<file path="src/rtl/vga_timing_pkg.sv">
// Shared constants and helpers for the 640x480@60 Hz VGA raster timing generator.
package vga_timing_pkg;

    // Default horizontal segments, in pixels.
    localparam int unsigned DEF_H_VISIBLE = 640;
    localparam int unsigned DEF_H_FRONT   = 16;
    localparam int unsigned DEF_H_SYNC    = 96;
    localparam int unsigned DEF_H_BACK    = 48;

    // Default vertical segments, in lines.
    localparam int unsigned DEF_V_VISIBLE = 480;
    localparam int unsigned DEF_V_FRONT   = 10;
    localparam int unsigned DEF_V_SYNC    = 2;
    localparam int unsigned DEF_V_BACK    = 33;

    // Default raster totals (800 pixels per line, 525 lines per frame).
    localparam int unsigned H_TOTAL = DEF_H_VISIBLE + DEF_H_FRONT + DEF_H_SYNC + DEF_H_BACK;
    localparam int unsigned V_TOTAL = DEF_V_VISIBLE + DEF_V_FRONT + DEF_V_SYNC + DEF_V_BACK;

    // Inclusive counter range over which a sync output is driven low.
    typedef struct packed {
        logic [31:0] first;
        logic [31:0] last;
    } sync_window_t;

    // The sync pulse starts right after the front porch and lasts sync_len counts.
    function automatic sync_window_t sync_window(
        input int unsigned visible,
        input int unsigned front,
        input int unsigned sync_len
    );
        sync_window_t w;
        w.first = visible + front;
        w.last  = visible + front + sync_len - 1;
        return w;
    endfunction

endpackage

</file>
<file path="src/rtl/pixel_tick_gen.sv">
// Pixel-enable divider: strobes once every CLK_DIV clock cycles.
// Pixel_Tick is a combinational decode of the divider register, high while
// div_cnt sits at CLK_DIV-1, i.e. on the cycle whose closing edge ends a pixel.
module pixel_tick_gen #(
    parameter int unsigned CLK_DIV = 2
) (
    input  logic Clk,
    input  logic Reset,
    output logic Pixel_Tick
);

    localparam int unsigned      DIV_W    = (CLK_DIV > 1) ? $clog2(CLK_DIV) : 1;
    localparam logic [DIV_W-1:0] DIV_LAST = DIV_W'(CLK_DIV - 1);

    logic [DIV_W-1:0] div_cnt_q;
    logic [DIV_W-1:0] div_cnt_d;

    // Next divider value: count up and wrap after CLK_DIV-1.
    always_comb begin
        div_cnt_d = div_cnt_q + 1'b1;
        if (div_cnt_q == DIV_LAST) begin
            div_cnt_d = '0;
        end
    end

    // Divider register, cleared by reset.
    always_ff @(posedge Clk) begin
        if (Reset) begin
            div_cnt_q <= '0;
        end else begin
            div_cnt_q <= div_cnt_d;
        end
    end

    assign Pixel_Tick = (div_cnt_q == DIV_LAST);

endmodule

</file>
<file path="src/rtl/vga_timing_gen.sv">
// VGA raster timing: horizontal/vertical counters advanced by the pixel divider,
// followed by one register stage so coordinates, syncs, Video_On, Frame_Start and
// Pixel_Tick all change together, one clock behind the counter state.
module vga_timing_gen
    import vga_timing_pkg::*;
#(
    parameter int unsigned CLK_DIV   = 2,
    parameter int unsigned H_VISIBLE = DEF_H_VISIBLE,
    parameter int unsigned H_FRONT   = DEF_H_FRONT,
    parameter int unsigned H_SYNC    = DEF_H_SYNC,
    parameter int unsigned H_BACK    = DEF_H_BACK,
    parameter int unsigned V_VISIBLE = DEF_V_VISIBLE,
    parameter int unsigned V_FRONT   = DEF_V_FRONT,
    parameter int unsigned V_SYNC    = DEF_V_SYNC,
    parameter int unsigned V_BACK    = DEF_V_BACK
) (
    input  logic        Clk,
    input  logic        Reset,
    output logic        Pixel_Tick,
    output logic [15:0] Xpos,
    output logic [15:0] Ypos,
    output logic        Hsync,
    output logic        Vsync,
    output logic        Video_On,
    output logic        Frame_Start
);

    localparam int unsigned H_TOT = H_VISIBLE + H_FRONT + H_SYNC + H_BACK;
    localparam int unsigned V_TOT = V_VISIBLE + V_FRONT + V_SYNC + V_BACK;
    localparam int unsigned H_W   = $clog2(H_TOT);
    localparam int unsigned V_W   = $clog2(V_TOT);

    localparam sync_window_t H_WIN = sync_window(H_VISIBLE, H_FRONT, H_SYNC);
    localparam sync_window_t V_WIN = sync_window(V_VISIBLE, V_FRONT, V_SYNC);

    localparam logic [H_W-1:0] H_MAX    = H_W'(H_TOT - 1);
    localparam logic [V_W-1:0] V_MAX    = V_W'(V_TOT - 1);
    localparam logic [H_W-1:0] H_VIS    = H_W'(H_VISIBLE);
    localparam logic [V_W-1:0] V_VIS    = V_W'(V_VISIBLE);
    localparam logic [H_W-1:0] HS_FIRST = H_W'(H_WIN.first);
    localparam logic [H_W-1:0] HS_LAST  = H_W'(H_WIN.last);
    localparam logic [V_W-1:0] VS_FIRST = V_W'(V_WIN.first);
    localparam logic [V_W-1:0] VS_LAST  = V_W'(V_WIN.last);

    // Divider strobe: the counters step on the edge that closes this cycle.
    logic pix_strobe;

    pixel_tick_gen #(
        .CLK_DIV (CLK_DIV)
    ) u_pixel_tick_gen (
        .Clk        (Clk),
        .Reset      (Reset),
        .Pixel_Tick (pix_strobe)
    );

    // Counter state.
    logic [H_W-1:0] h_cnt_q;
    logic [H_W-1:0] h_cnt_d;
    logic [V_W-1:0] v_cnt_q;
    logic [V_W-1:0] v_cnt_d;
    // High for the first cycle a new counter state is held; keeps Frame_Start to a
    // single clock even though (0,0) is held for CLK_DIV cycles.
    logic           fresh_q;

    // Output register stage.
    logic           pixel_tick_q;
    logic [15:0]    xpos_q;
    logic [15:0]    xpos_d;
    logic [15:0]    ypos_q;
    logic [15:0]    ypos_d;
    logic           hsync_q;
    logic           hsync_d;
    logic           vsync_q;
    logic           vsync_d;
    logic           video_on_q;
    logic           video_on_d;
    logic           frame_start_q;
    logic           frame_start_d;

    logic           h_wrap;
    logic           v_wrap;

    // Next counter values: h steps on each strobe, v steps when h wraps.
    // Anything past the last count (unreachable after reset) also wraps to 0.
    always_comb begin
        h_wrap  = (h_cnt_q == H_MAX) || (h_cnt_q > H_MAX);
        v_wrap  = (v_cnt_q == V_MAX) || (v_cnt_q > V_MAX);
        h_cnt_d = h_cnt_q;
        v_cnt_d = v_cnt_q;
        if (pix_strobe) begin
            if (h_wrap) begin
                h_cnt_d = '0;
                if (v_wrap) begin
                    v_cnt_d = '0;
                end else begin
                    v_cnt_d = v_cnt_q + 1'b1;
                end
            end else begin
                h_cnt_d = h_cnt_q + 1'b1;
            end
        end
    end

    // Counter registers; reset restarts the raster at (0,0) immediately.
    always_ff @(posedge Clk) begin
        if (Reset) begin
            h_cnt_q <= '0;
            v_cnt_q <= '0;
            fresh_q <= 1'b1;
        end else begin
            h_cnt_q <= h_cnt_d;
            v_cnt_q <= v_cnt_d;
            fresh_q <= pix_strobe;
        end
    end

    // Decode the current counter state into the values the output stage captures.
    always_comb begin
        xpos_d        = 16'(h_cnt_q);
        ypos_d        = 16'(v_cnt_q);
        hsync_d       = !((h_cnt_q >= HS_FIRST) && (h_cnt_q <= HS_LAST));
        vsync_d       = !((v_cnt_q >= VS_FIRST) && (v_cnt_q <= VS_LAST));
        video_on_d    = (h_cnt_q < H_VIS) && (v_cnt_q < V_VIS);
        frame_start_d = fresh_q && (h_cnt_q == '0) && (v_cnt_q == '0);
    end

    // Output registers; on reset the syncs go inactive (high) at once.
    always_ff @(posedge Clk) begin
        if (Reset) begin
            pixel_tick_q  <= 1'b0;
            xpos_q        <= '0;
            ypos_q        <= '0;
            hsync_q       <= 1'b1;
            vsync_q       <= 1'b1;
            video_on_q    <= 1'b0;
            frame_start_q <= 1'b0;
        end else begin
            pixel_tick_q  <= pix_strobe;
            xpos_q        <= xpos_d;
            ypos_q        <= ypos_d;
            hsync_q       <= hsync_d;
            vsync_q       <= vsync_d;
            video_on_q    <= video_on_d;
            frame_start_q <= frame_start_d;
        end
    end

    assign Pixel_Tick  = pixel_tick_q;
    assign Xpos        = xpos_q;
    assign Ypos        = ypos_q;
    assign Hsync       = hsync_q;
    assign Vsync       = vsync_q;
    assign Video_On    = video_on_q;
    assign Frame_Start = frame_start_q;

endmodule

</file>
<file path="config.mk">
export PLATFORM = sky130hd
export DESIGN_NAME = vga_timing_gen
export DESIGN_NICKNAME = d
export VERILOG_FILES = /design/src/rtl/vga_timing_pkg.sv /design/src/rtl/pixel_tick_gen.sv /design/src/rtl/vga_timing_gen.sv
export SDC_FILE = /design/constraint.sdc
export NUM_CORES = 1
export LEC_CHECK = 0
export ABC_AREA = 1
export BUFFER_PORTS_ARGS = -buffer_cell sky130_fd_sc_hd__buf_2
export CORE_AREA = 2 2 78 80
export DETAILED_ROUTE_END_ITERATION = 7
export DIE_AREA = 0 0 80 82
export HOLD_SLACK_MARGIN = 0.02
export SYNTH_ARGS = -nofsm -noshare
export SYNTH_HDL_FRONTEND = slang
export SYNTH_SLANG_ARGS = --single-unit
</file>
<file path="constraint.sdc">
create_clock -name Clk -period 2.6 [get_ports Clk]
set_clock_uncertainty 0.05 [all_clocks]
set_input_delay 0.52 -clock Clk [delete_from_list [all_inputs] [get_ports Clk]]
set_output_delay 0.52 -clock Clk [all_outputs]
set_load 0.02 [all_outputs]
</file>
Yosys cells after proc, flatten, opt, wreduce, memory -nomap -nowiden
Cells that the tools add are included.
Storage, ports and cells
  bits in registers: 59
  latch bits: 0
  memory bits (writable): 0
  bits in read-only memories: 0
  input bits: 2
  output and inout bits: 37
  logic and storage cells: 41
  memories kept: 0
Operators by class
  $add $sub $neg: 3
  multiply operators: 0
  divide/modulo/power cells: 0
  $lt $le $gt $ge: 8
  eq/ne operators: 2
  shifts and indexed selects: 0
  multiplexer cells: 2
  bitwise operators: 0
  reductions and logical operators: 13
Operators by type and width (number)
  adder 10 x 1 -> 10 bit, second input constant: 2
  equality test 10 bit, second input constant: 2
  > comparator 10 bit, second input constant: 2
  zero test 10 bit: 2
  two-way mux 10 bit: 2
  greater-or-equal comparator 10 bit, second input constant: 1
  greater-or-equal comparator 10 x 9 -> 1 bit, second input constant: 1
  less-or-equal comparator 10 bit, second input constant: 1
  less-or-equal comparator 10 x 9 -> 1 bit, second input constant: 1
  less-than comparator 10 bit, second input constant: 1
  less-than comparator 10 x 9 -> 1 bit, second input constant: 1
  logical AND 1 bit: 5
  zero test 1 bit: 2
  logical OR 1 bit: 2
  AND reduction 2 bit: 1
  OR reduction 2 bit: 1
  adder 1 bit, second input constant: 1

Depth between registers and ports, before layout
  depth after elaboration: 3
  gate-level depth with buffers: 9

Modules after synthesis
Synthesis repeated with hierarchy kept, for this count alone.
Unflattened totals
  cell total of the unflattened synthesis: 242
  area total of the unflattened synthesis: 1960.6 um^2
Modules (own cells, without submodules)
  vga_timing_gen: times used 1, cells an instance 240, area each 1936.9 um^2, seq. area each 920.9 um^2
  pixel_tick_gen: times used 1, cells an instance 2, area each 23.8 um^2, seq. area each 20.0 um^2

Worst setup path before layout
OpenSTA, ideal clock, no wires.
  path kind: register to register
  start: register h_cnt_q[0]
  end: register h_cnt_q[7]
  data arrival time: 1137 ps
  data required time: 2477 ps
  path slack: 1340 ps
  stages on the path, launching flop included: 8
  cell sequence: dfxtp_1 > ha_1 > nand4_1 > nand2_2 > nand3_4 > nand2_4 > buf_6 > nor3b_2
Between the ends
  word-level cells in the longest chain between the ends: 3
  elaborated cells on any way between the ends: 5
  those cells by class: add/sub (1); order compare (1); eq/ne (1); mux (1); reduce/logical (1)
Ends and longest elaborated chain
  start: declaration: line vga_timing_gen.sv:57  | logic [H_W-1:0] h_cnt_q;
  start signal: assignment: line vga_timing_gen.sv:111  | h_cnt_q <= h_cnt_d;
  > comparator 10 bit / equality test 10 bit (equally long branches): line vga_timing_gen.sv:86  | h_wrap = (h_cnt_q == H_MAX) || (h_cnt_q > H_MAX);
  logical OR 1 bit: line vga_timing_gen.sv:86
  two-way mux 10 bit *: line vga_timing_gen.sv:91  | if (h_wrap) begin
Every way passes the cells marked *; elsewhere a longest branch is shown, timed or not.
A chain may end at the register's enable or synchronous reset.

Worst setup path after layout
  start: register h_cnt_q[1]
  end: register v_cnt_q[9]
Between the ends
  word-level cells in the longest chain between the ends: 3
  elaborated cells on any way between the ends: 4
  those cells by class: order compare (1); eq/ne (1); reduce/logical (2)
Ends and longest elaborated chain
  > comparator 10 bit / equality test 10 bit (equally long branches): line vga_timing_gen.sv:86
  logical OR 1 bit *: line vga_timing_gen.sv:86
  AND reduction 2 bit (no source line) *
  end signal: assignment: line vga_timing_gen.sv:112  | v_cnt_q <= v_cnt_d;
  end: declaration: line vga_timing_gen.sv:59  | logic [V_W-1:0] v_cnt_q;
Marked as above.

==> metrics.csv <==
metric,value,unit
Placeable Area,5750,sq um
Initial Utilization,33.4,%
final cycle utilization of the critical path,57.6,%
Critical Path RT,2.74,ns
starting DRC count in detailed routing,104,
Final setup viols,0,
sw frac,22.2,%
CTS tree,built,
most frequent CP cell,nor2_1,
Clock Power Share,40.1,%
count of final hold-check violations,0,
H-tree depth,2,
P per Cell Area,604,nW/um^2
FF-to-FF Start,h_cnt_q[1],
critical path class,flip-flop to flip-flop,
row count,28,
initial antenna violation count,0,
clock tree sinks,47,
vias,1519,
first-pass GRT wire length,6160,microns
Worst R2R End,v_cnt_q[9],
clock root buffer,clkbuf_8,
"Distinct cells, synth",27,
Die ar.,6560,sq um
Post-Syn Instances,245,
sw power,294,uW
area delta synth->final,14.1,%
sequential fraction of the synthesis area,49.0,%
clock transition at the registers of the reported paths,0.09,ns
cts-stage hold buffer count,0,
Die Ht,82,microns
Setup TNS,0,ns
"FF+latch count, synth",47,
CP max stage delay,0.36,ns
# DRC,0,
crit path capture type,flip-flop,
post-layout instance area,2190,sq um
combinational share of power,4.4,%
largest net degree at the start of global routing,25,
DPL Wire Length,2790,microns
final wirelength,3670,microns
P_leak,1.01,nW
Internal Pwr Total,1.03,mW
HP Class,flip-flop to flip-flop,
Hold Path Depth,2,
f_max,0.668,GHz
crit-path cells,ha_1 > nand4_1 > nand2_2 > nand3_4 > nand2_4 > inv_1 > nor2_1 > nor2_1,
RSZ-0062 raised after global routing,no,
Inserted Clock Buffers,5,
Startpoint Class,flip-flop,
"commonest non-fill, non-tap cell in the layout",nor2_1,
share of cells above drive strength 1,16.4,%
Synth area leaders,"dfxtp_1 (49%), nor2_1 (10%), inv_1 (6.8%)",
Slowest cell on crit path,dfxtp_1,
Routed WL per cell,10.5,microns
PortBufs,26,
r2r setup slk,1.10,ns
Max clock buf depth,2,
register share of total power,55.5,%
CP top delay family,simple AND/OR/NAND/NOR gates,
CTS resizes,0,
R2R cell count,8,
most frequent cells in the layout,"nor2_1 (51), dfxtp_1 (47), inv_1 (35)",
status,finished clean,
largest fanout on the critical path,15,
vias in the first global route,1390,
Hold Path Sink,Ypos[6],
Crit path buffers/inverters,1,
"Cell Area, Synth",1920,sq um
"Slew Viols, Final",0,
worst path arrival time,1.64,ns
GR Util All Layers,12.0,%
I/O pin count,39,
RD Place Congestion,0.847,
Vias per Instance,4.34,
setup bufs post-CTS,0,
Diodes inserted,0,
leading area contributor after synthesis,dfxtp_1,
# fillers,608,
Syn. warnings,0,
"Net count, final",280,
top-area cell type share of the netlist area,49.0,%
worst min-delay path startpoint,v_cnt_q[6],
Max IR drop VDD,0.248,mV
Syn Area/Cell,7.83,sq um
"EDFF count, synth",0,
global route overflow,0,
drt pass-1 iters,4,
Max-cap violations,0,
ys flop type,dfxtp_1,
placed inst area,2080,sq um
antenna-violating nets left,0,
Die X-Extent,80,microns
post-layout minimum cycle time,1.50,ns
Clock Latency Late Sink,0.29,ns
Async SR Flop Fraction,0,%
synth_stat cells (all sizes together) (4+ instances only):
cell type / instances
a21oi: 4
buf: 13
dfxtp: 47
ha: 4
inv: 37
nand2: 34
nand3: 12
nand4: 5
nor2: 52
nor3: 6
o21ai: 19
xor2: 4
worst reg2reg max path, stage by stage (launching register included):
cell and delay (ns):
dfxtp_1 0.36, ha_1 0.19, nand4_1 0.14, nand2_2 0.12, nand3_4 0.13, nand2_4 0.20, inv_1 0.07, nor2_1 0.09
nor2_1 0.05
state kept, by name, summed over array words and instances (netlist names), 10 cells and up:
register / flops
v_cnt_q: 10
Ypos: 10
h_cnt_q: 10
Xpos: 10
worst max-delay path by stage:
stage	from	to	cells past startpoint
global placement	Reset	Frame_Start	6
detailed placement	Reset	v_cnt_q[9]	6
finish	h_cnt_q[1]	v_cnt_q[9]	8
CTS	h_cnt_q[1]	v_cnt_q[9]	8
floorplan	h_cnt_q[0]	h_cnt_q[7]	7
global route	h_cnt_q[0]	v_cnt_q[3]	8
final cells by class:
class	instances	area, sq um	share of cell area, %
sequential	47	941	42.9
multi-input combinational	157	772	35.2
inverter	37	139	6.34
timing repair buffer	26	130	5.94
tap	75	93.8	4.28
clock buffer	5	68.8	3.14
clock inverter	3	46.3	2.11
power groups by stage:
| stage | sequential (mW) | clock (mW) | combinational [mW] |
|---|---|---|---|
| CTS | 0.734 | 0.548 | 0.0582 |
| floorplan | 0.756 | 0 | 0.0557 |
| detailed placement | 0.751 | 0 | 0.0580 |
| finish | 0.734 | 0.531 | 0.0583 |
| global route | 0.736 | 0.578 | 0.0660 |
| global placement | 0.751 | 0 | 0.0578 |
kinds of logic after synthesis:
kind of cell / share of synthesized area, %
XOR/XNOR: 1.83
other: 0.195
buffers and inverters: 12.9
adder cells (fa/ha/maj): 2.61
AND/OR/NAND/NOR: 26.1
AO/OA/AOI/OAI: 7.37
flip-flops: 49.0
stage by stage:
stage | instances | total power [mW] | util (%) | hold slack (ns) | worst slack [ns]
after floorplan | 256 | 0.812 | - | 0.381 | 1.34
after global placement | 342 | 0.809 | 36.1 | 0.408 | 0.933
after detailed placement | 342 | 0.809 | 36.1 | 0.406 | 0.900
after CTS | 350 | 1.34 | 38.1 | 0.419 | 1.09
after global routing | 350 | 1.38 | 38.1 | 0.452 | 0.918
final | 350 | 1.32 | 38.1 | 0.416 | 1.10
metal layers:
| layer | wire length (microns) | global-route usage, % | up-vias |
|---|---|---|---|
| met5 | 0 | 0 | - |
| met4 | 34 | 5.08 | 0 |
| met3 | 213 | 3.08 | 2 |
| met2 | 1620 | 19.0 | 49 |
| met1 | 1800 | 15.5 | 674 |
| li1 | - | - | 794 |
(Power assumes the default switching activity.)
